### src/rtl/dmem_arb_pkg.sv
// Shared types for the data-memory arbiter: FSM states, transaction owner
// and the byte-enable width.
package dmem_arb_pkg;

    localparam int BE_W = 4;

    typedef enum logic [1:0] {
        IDLE = 2'd0,
        WR   = 2'd1,
        RD   = 2'd2
    } state_e;

    typedef enum logic {
        OWN_C = 1'b0,
        OWN_D = 1'b1
    } owner_e;

endpackage

### src/rtl/dmem_arb_prio.sv
// Combinational winner select between the core port (C) and the debug port (D):
// debug lock, then starvation relief, then core, then debug.
module dmem_arb_prio
    import dmem_arb_pkg::*;
#(
    parameter int STARVE_MAX = 4,
    parameter int CNT_W      = 3
) (
    input  logic             d_lock,
    input  logic             last_owner,
    input  logic [CNT_W-1:0] starve_cnt,
    input  logic             c_req,
    input  logic             d_req,
    output logic             grant_c,
    output logic             grant_d
);

    always_comb begin
        grant_c = 1'b0;
        grant_d = 1'b0;
        if (d_lock && (last_owner == OWN_D) && d_req) begin
            grant_d = 1'b1;
        end else if (d_req && (starve_cnt >= CNT_W'(STARVE_MAX))) begin
            grant_d = 1'b1;
        end else if (c_req) begin
            grant_c = 1'b1;
        end else if (d_req) begin
            grant_d = 1'b1;
        end
    end

endmodule

### src/rtl/dmem_arbiter.sv
// Single-port data RAM arbiter between the pipeline MEM stage (C) and a debug port (D).
// Defining DMEM_ARB_PERF_EN adds grant and stall performance counters.
module dmem_arbiter
    import dmem_arb_pkg::*;
#(
    parameter int AW         = 32,
    parameter int DW         = 32,
    parameter int MEM_LAT    = 1,
    parameter int STARVE_MAX = 4
) (
    input  logic            clk,
    input  logic            rst,
    input  logic            c_req,
    input  logic            c_we,
    input  logic [AW-1:0]   c_addr,
    input  logic [DW-1:0]   c_wdata,
    input  logic [BE_W-1:0] c_be,
    output logic            c_gnt,
    output logic            c_rvalid,
    output logic [DW-1:0]   c_rdata,
    output logic            c_stall,
    input  logic            d_req,
    input  logic            d_we,
    input  logic [AW-1:0]   d_addr,
    input  logic [DW-1:0]   d_wdata,
    input  logic [BE_W-1:0] d_be,
    input  logic            d_lock,
    output logic            d_gnt,
    output logic            d_rvalid,
    output logic [DW-1:0]   d_rdata,
    output logic            mem_en,
    output logic            mem_we,
    output logic [AW-3:0]   mem_addr,
    output logic [DW-1:0]   mem_wdata,
    output logic [BE_W-1:0] mem_be,
    input  logic [DW-1:0]   mem_rdata
`ifdef DMEM_ARB_PERF_EN
    ,
    output logic [31:0]     perf_c_grants,
    output logic [31:0]     perf_d_grants,
    output logic [31:0]     perf_stall_cycles
`endif
);

    localparam int CNT_W = $clog2(STARVE_MAX + 1);
    localparam int LAT_W = $clog2(MEM_LAT + 1);

    state_e           state_q, state_d;
    owner_e           owner_q, owner_d;
    logic [CNT_W-1:0] starve_q, starve_d;
    logic [LAT_W-1:0] lat_q, lat_d;
    logic             c_rvalid_q, c_rvalid_d;
    logic             d_rvalid_q, d_rvalid_d;
    logic [DW-1:0]    c_rdata_q, c_rdata_d;
    logic [DW-1:0]    d_rdata_q, d_rdata_d;

    logic grant_c, grant_d;
    logic issue_c, issue_d;
    logic sel_we;
    logic unused_addr_bits;

    assign unused_addr_bits = ^{c_addr[1:0], d_addr[1:0]};

    dmem_arb_prio #(
        .STARVE_MAX (STARVE_MAX),
        .CNT_W      (CNT_W)
    ) u_prio (
        .d_lock     (d_lock),
        .last_owner (owner_q == OWN_D),
        .starve_cnt (starve_q),
        .c_req      (c_req),
        .d_req      (d_req),
        .grant_c    (grant_c),
        .grant_d    (grant_d)
    );

    // Grants only exist in IDLE and are forced low while reset is held.
    assign issue_c = rst && (state_q == IDLE) && grant_c;
    assign issue_d = rst && (state_q == IDLE) && grant_d;
    assign sel_we  = issue_d ? d_we : c_we;

    always_ff @(posedge clk or negedge rst) begin
        if (!rst) begin
            state_q    <= IDLE;
            owner_q    <= OWN_C;
            starve_q   <= '0;
            lat_q      <= '0;
            c_rvalid_q <= 1'b0;
            d_rvalid_q <= 1'b0;
            c_rdata_q  <= '0;
            d_rdata_q  <= '0;
        end else begin
            state_q    <= state_d;
            owner_q    <= owner_d;
            starve_q   <= starve_d;
            lat_q      <= lat_d;
            c_rvalid_q <= c_rvalid_d;
            d_rvalid_q <= d_rvalid_d;
            c_rdata_q  <= c_rdata_d;
            d_rdata_q  <= d_rdata_d;
        end
    end

    always_comb begin
        state_d    = state_q;
        owner_d    = owner_q;
        starve_d   = starve_q;
        lat_d      = lat_q;
        c_rvalid_d = 1'b0;
        d_rvalid_d = 1'b0;
        c_rdata_d  = c_rdata_q;
        d_rdata_d  = d_rdata_q;
        unique case (state_q)
            IDLE: begin
                if (issue_c || issue_d) begin
                    owner_d = issue_d ? OWN_D : OWN_C;
                    if (sel_we) begin
                        state_d = WR;
                    end else begin
                        state_d = RD;
                        lat_d   = LAT_W'(MEM_LAT);
                    end
                end
                if (!d_req || issue_d) begin
                    starve_d = '0;
                end else if (issue_c && (starve_q < CNT_W'(STARVE_MAX))) begin
                    starve_d = starve_q + CNT_W'(1);
                end
            end
            WR: begin
                state_d = IDLE;
            end
            RD: begin
                // RAM data is valid on the last counted cycle; rvalid appears as we re-enter IDLE.
                lat_d = lat_q - LAT_W'(1);
                if (lat_q == LAT_W'(1)) begin
                    state_d = IDLE;
                    if (owner_q == OWN_D) begin
                        d_rvalid_d = 1'b1;
                        d_rdata_d  = mem_rdata;
                    end else begin
                        c_rvalid_d = 1'b1;
                        c_rdata_d  = mem_rdata;
                    end
                end
            end
            default: begin
                state_d = IDLE;
            end
        endcase
    end

    always_comb begin
        c_gnt     = issue_c;
        d_gnt     = issue_d;
        mem_en    = issue_c || issue_d;
        mem_we    = 1'b0;
        mem_addr  = '0;
        mem_wdata = '0;
        mem_be    = '0;
        if (issue_d) begin
            mem_we    = d_we;
            mem_addr  = d_addr[AW-1:2];
            mem_wdata = d_wdata;
            mem_be    = d_be;
        end else if (issue_c) begin
            mem_we    = c_we;
            mem_addr  = c_addr[AW-1:2];
            mem_wdata = c_wdata;
            mem_be    = c_be;
        end
        c_stall = rst && ((c_req && !issue_c) || (issue_c && !c_we) ||
                          ((state_q == RD) && (owner_q == OWN_C)));
    end

    assign c_rvalid = c_rvalid_q;
    assign d_rvalid = d_rvalid_q;
    assign c_rdata  = c_rdata_q;
    assign d_rdata  = d_rdata_q;

`ifdef DMEM_ARB_PERF_EN
    logic [31:0] perf_c_q, perf_c_d;
    logic [31:0] perf_d_q, perf_d_d;
    logic [31:0] perf_s_q, perf_s_d;

    always_comb begin
        perf_c_d = perf_c_q + 32'(issue_c);
        perf_d_d = perf_d_q + 32'(issue_d);
        perf_s_d = perf_s_q + 32'(c_stall);
    end

    always_ff @(posedge clk or negedge rst) begin
        if (!rst) begin
            perf_c_q <= '0;
            perf_d_q <= '0;
            perf_s_q <= '0;
        end else begin
            perf_c_q <= perf_c_d;
            perf_d_q <= perf_d_d;
            perf_s_q <= perf_s_d;
        end
    end

    assign perf_c_grants     = perf_c_q;
    assign perf_d_grants     = perf_d_q;
    assign perf_stall_cycles = perf_s_q;
`endif

endmodule
### config.mk
export PLATFORM = sky130hd
export DESIGN_NAME = dmem_arbiter
export DESIGN_NICKNAME = d
export VERILOG_FILES = /design/src/rtl/dmem_arb_pkg.sv /design/src/rtl/dmem_arb_prio.sv /design/src/rtl/dmem_arbiter.sv
export SDC_FILE = /design/constraint.sdc
export NUM_CORES = 1
export LEC_CHECK = 0
export CAP_MARGIN = 20
export CORE_AREA = 2 2 121 123
export CTS_BUF_LIST = sky130_fd_sc_hd__clkbuf_16
export DETAILED_ROUTE_END_ITERATION = 12
export DIE_AREA = 0 0 123 125
export PLACE_DENSITY = 0.69
export SETUP_SLACK_MARGIN = 0.05
export SKIP_CTS_REPAIR_TIMING = 1
export SLEW_MARGIN = 20
export SYNTH_ARGS = -nofsm -noshare
export SYNTH_HDL_FRONTEND = slang
export SYNTH_SLANG_ARGS = --single-unit
export TNS_END_PERCENT = 30
### constraint.sdc
create_clock -name clk -period 2.2 [get_ports clk]
set_clock_uncertainty 0.05 [all_clocks]
set_input_delay 0.44 -clock clk [delete_from_list [all_inputs] [get_ports clk]]
set_output_delay 0.44 -clock clk [all_outputs]
set_load 0.01 [all_outputs]
== Word-level counts from Yosys, hierarchy flattened ==
Index checks and enable logic that the tools add are counted.
Widths: inputs -> output; s select.

* Bits in registers: 73
* Word-level logic and storage cells: 76

* Add/sub/neg operators: 2
* Order comparisons: 2
* Equal/unequal tests: 4
* Multiplexer cells: 32
* Bitwise operators: 1
* Reductions and logical operators: 27

{| class="wikitable"
|+ Operators by type and width
! cell !! count
|-
| $mux 32 || 2
|-
| $mux 30 || 2
|-
| $mux 1 || 19
|-
| $logic_and 1x1->1 || 11
|-
| $reduce_and 3->1 || 3
|-
| $mux 4 || 2
|-
| $mux 2 || 3
|-
| $mux 3 || 2
|-
| $ne 2x2->1 const B || 3
|-
| $reduce_and 2->1 || 3
|-
| $logic_or 1x1->1 || 4
|-
| $pmux 2 s2 || 1
|-
| $reduce_bool 2->1 || 2
|-
| $add 3x1->3 const B || 1
|-
| $ge 3x3->1 const B || 1
|-
| $logic_not 1->1 || 3
|-
| $lt 3x3->1 const B || 1
|-
| $eq 2x2->1 const B || 1
|-
| $logic_not 2->1 || 1
|-
| $pmux 1 s2 || 1
|-
| $not 1->1 || 1
|-
| $sub 1x1->1 const B || 1
|}

== Longest topological paths before layout ==
* Word-level depth: 10
* Depth in mapped cells: 5
* Gate-level depth less buffers: 4

== Cells and area by module ==
Synthesis repeated with hierarchy kept, for this count alone.

* Cell total of the unflattened synthesis: 265
* Area total of the unflattened synthesis: 3577.2 um^2

{| class="wikitable"
|+ By module, submodules not included
! module !! instances !! cells an instance !! area each (um^2) !! seq. area each (um^2)
|-
| dmem_arbiter || 1 || 261 || 3552.2 || 1826.8
|-
| dmem_arb_prio || 1 || 4 || 25.0 || 0.0
|}

== Worst setup path after synthesis ==
No wires, ideal clock.

* Path kind: flip-flop to output port
* Start: register state_q[0]
* End: output mem_be[0]
* Data arrival time: 1.433 ns
* Required time: 1.710 ns
* Path slack: 0.277 ns
* Cell stages (with the launch flop): 6
* Buffers on the path: 1
* Cell sequence: dfrtp_1 or2_1 a211o_2 clkinv_4 buf_6 a22o_1

* Elaborated cells on any way between the ends: 6
* Those cells by class: 2 x mux; 4 x reduce/logical

{| class="wikitable"
|+ RTL lines
! element !! line !! RTL
|-
| from (decl) || dmem_arbiter.sv:48 || <nowiki>state_e state_q, state_d;</nowiki>
|-
| from (signal assigned) || dmem_arbiter.sv:93 || <nowiki>state_q <= state_d;</nowiki>
|-
| $logic_not 2->1 || dmem_arbiter.sv:79 || <nowiki>assign issue_d = rst && (state_q == IDLE) && grant_d;</nowiki>
|-
| $logic_and 1x1->1 (2 in a row) || dmem_arbiter.sv:79 ||
|-
| named net d_gnt || dmem_arbiter.sv:28 || <nowiki>output logic d_gnt,</nowiki>
|-
| $mux 4 || dmem_arbiter.sv:161 || <nowiki>if (issue_d) begin</nowiki>
|-
| to (decl) || dmem_arbiter.sv:35 || <nowiki>output logic [BE_W-1:0] mem_be,</nowiki>
|}

The timed path passes the listed nets, and every way through them passes these cells.

== Worst setup path after layout ==
* Start: register state_q[1]
* End: output mem_addr[24]

* Cells in the longest elaborated chain, start to end: 5
* Elaborated cells on any way between the ends: 6
* Those cells by class: 2 x mux; 4 x reduce/logical

{| class="wikitable"
|+ RTL lines
! element !! line !! RTL
|-
| $logic_not 2->1 * || dmem_arbiter.sv:78, dmem_arbiter.sv:79 ||
|-
| $logic_and 1x1->1 * || dmem_arbiter.sv:78, dmem_arbiter.sv:79 ||
|-
| $logic_and 1x1->1 || dmem_arbiter.sv:78 || <nowiki>assign issue_c = rst && (state_q == IDLE) && grant_c;</nowiki>
|-
| $mux 30 || dmem_arbiter.sv:166 || <nowiki>end else if (issue_c) begin</nowiki>
|-
| $mux 30 * || dmem_arbiter.sv:161 ||
|-
| to (decl) || dmem_arbiter.sv:33 || <nowiki>output logic [AW-3:0] mem_addr,</nowiki>
|}

Every way passes the cells marked *; elsewhere a longest branch is shown, timed or not.

==> results.toml <==
[placed_design]
place_inst = 765
port_buffers = 307
dp.final_hpwl_mm = 17.1
gp_congestion = 1.27

[critical_path]
crit_path_end_kind = "output pin"
worst-path-max-fanout = 6
r2r-start = "state_q[0]$_DFFE_PN0P_"
rrSetupSlack_ns = 0.20
required_ns = 1.71
worst_setup_path_start_kind = "flip-flop"
worstRegToRegCells = 6
crit_type = "flip-flop to output pin"
startpoint = "state_q[1]$_DFFE_PN0P_"
r2r-end = "c_rdata[14]$_DFFE_PN0P_"
critical_path_arrival_ns = 2.05

[final_layout]
final.fill_count = 1271
instances_no_fill = 801
syn_to_final_growth_pct = 109
num-nets-final = 786
final_common_cell = "clkdlybuf4s50_1"
drive_gt1_frac = 0.358
final_cell_mix = "clkdlybuf4s50_1 (232), dfrtp_1 (73), a22o_1 (58)"

[floorplan]
die_w_um = 123
coreArea_sq_um = 14200
start_util = 0.259
io_pins = 312
die-area_sq_um = 15400
row_count = 44
die_h_um = 125

[detailed_routing]
vias = 3854
routed_via_density = 4.81
drcViolationCount = 0
routed_wirelength_mm = 21.1
ant_nets = 0
drtIter0Drc = 246
dr.pass1.iters = 4
wl_per_cell_um = 26.4

[global_route]
grt_pass1_wl_mm = 28.0
grt_pass1_vias = 4144
grt.overflow.total = 0
grt_max_degree = 72
grt_antenna_before_repair = 4
track_usage = 0.260

[synth]
ys_seq_elements = 73
ys.warnings.count = 0
ys_dominant_reg_cell = "dfrtp_1"
synth_top_area_frac = 0.497
syn-num-nets = 439
ys_types = 30
synth-edff-count = 0
yosys-top-cells-area = "dfrtp_1 (50%), a22o_1 (16%), mux2_4 (12%), mux2_2 (11%), buf_6 (3.4%)"
yosysTopAreaCell = "dfrtp_1"
syn_area_per_cell_sq_um = 14.0
synth-seq-area-share = 0.497
netlist_instances = 263
async_flop_share = 1.00
synth_area_sq_um = 3680

[clock_network]
cts_root_buf = "clkbuf_16"
htree_levels = 3
cts_buffers = 9
cts_num_sinks = 73
clkSlewWorstSetupHoldPaths_ns = 0.06
cts_buffer_depth = 2
cts_tree = "built"
clock_latency_ns = 0.33

[pwr]
p_per_area_nw_per_um2 = 1010
report.power.total_w = 0.00774
p_leak_nw = 3.45
ir_drop_uv = 488

[status]
violations = "setup timing"
outcome = "finished, violations left"

[timing]
timing.slew.headroom = 0.428
worstMarginPinSlew_ns = 0.858
period_minus_slack_ns = 2.54
fmax_ghz = 0.393
final-setup-viol-count = 68
timing.setup.tns_ns = -13.32
period_share = 1.16
fin_ws_ns = -0.341
rsz0062_at_grt = "true"
hold_violations = 0
final-max-slew-violation-count = 0

[flow_run]
drv_cap = 0

[min_path]
hold_path.class = "input pin to asynchronous set/reset pin"
-- metal layers --
| metal | up-vias | global-route usage | share of wire |
|---|---|---|---|
| met1 | 1885 | 0.282 | 0.36 |
| met3 | 51 | 0.0725 | 0.082 |
| li1 | 1710 | - | - |
| met4 | 6 | 0.132 | 0.054 |
| met2 | 202 | 0.459 | 0.50 |
| met5 | - | 0 | 0.0016 |
-- critical path: stages, from the launching register on --
cell and delay (ns):
dfrtp_1 0.42, or2_1 0.26, a211o_2 0.31, clkinv_4 0.09, buf_8 0.13, buf_12 0.12
buf_8 0.11, a22o_1 0.14, buf_2 0.13
-- stage by stage --
stage | setup slack (ns) | cell area, sq um | utilization | hold slack [ns]
2_1_floorplan | 0.277 | 3680 | - | 0.0944
3_3_place_gp | -0.738 | 7140 | 0.503 | 0.327
3_5_place_dp | -0.768 | 7140 | 0.503 | 0.335
4_1_cts | -0.786 | 7450 | 0.525 | -0.0245
5_1_grt | -0.403 | 7670 | 0.540 | 0.394
6_report | -0.341 | 7680 | 0.541 | 0.306
-- how the worst max path moves through the flow --
| stage | to | slack [ns] | cells past startpoint |
|---|---|---|---|
| 6_report | mem_addr[24] | -0.34 | 8 |
| 5_1_grt | mem_addr[9] | -0.40 | 8 |
| 4_1_cts | mem_addr[14] | -0.79 | 7 |
| 3_5_place_dp | mem_addr[14] | -0.77 | 8 |
| 3_3_place_gp | mem_addr[20] | -0.74 | 8 |
| 2_1_floorplan | mem_be[0] | 0.28 | 5 |
-- report_power, final --
group          internal [W]  leakage, nW  switching, W
clock network      0.000897        0.145      0.000598
logic               0.00248         2.43       0.00144
registers           0.00198        0.875      0.000349
total               0.00535         3.45       0.00239
-- sequential cells by signal, summed over array words and instances, names as in the netlist --
| signal | cells |
|---|---|
| starve_q | 3 |
| c_rdata | 32 |
| owner_q | 1 |
| lat_q | 1 |
| state_q | 2 |
| d_rdata | 32 |
| d_rvalid | 1 |
| c_rvalid | 1 |
-- synth_stat cells (2+ instances only) --
library cell	n
dfrtp_1	73
o221ai_1	2
a22o_1	69
nand2_1	5
nor2b_1	2
mux2_2	35
a21oi_1	2
mux2_4	29
buf_6	11
inv_1	5
nor3b_1	2
buf_2	10
-- area by class of cell --
class                      instances  area [sq um]  area share
antenna                            2          5.00    0.000652
timing repair buffer             357          3520       0.459
inverter                           7          33.8     0.00440
clock buffer                       9           225      0.0293
multi-input combinational        162          1750       0.228
clock inverter                     7          82.6      0.0108
sequential                        73          1830       0.238
tap                              184           230      0.0300
-- cells by family after synthesis --
kind of cell | share of synthesized area
adder cells (fa/ha/maj) | 0.00340
multiplexers | 0.226
buffers and inverters | 0.0558
AND/OR/NAND/NOR | 0.0214
flip-flops | 0.497
AO/OA/AOI/OAI | 0.197
(Power assumes the default switching activity.)
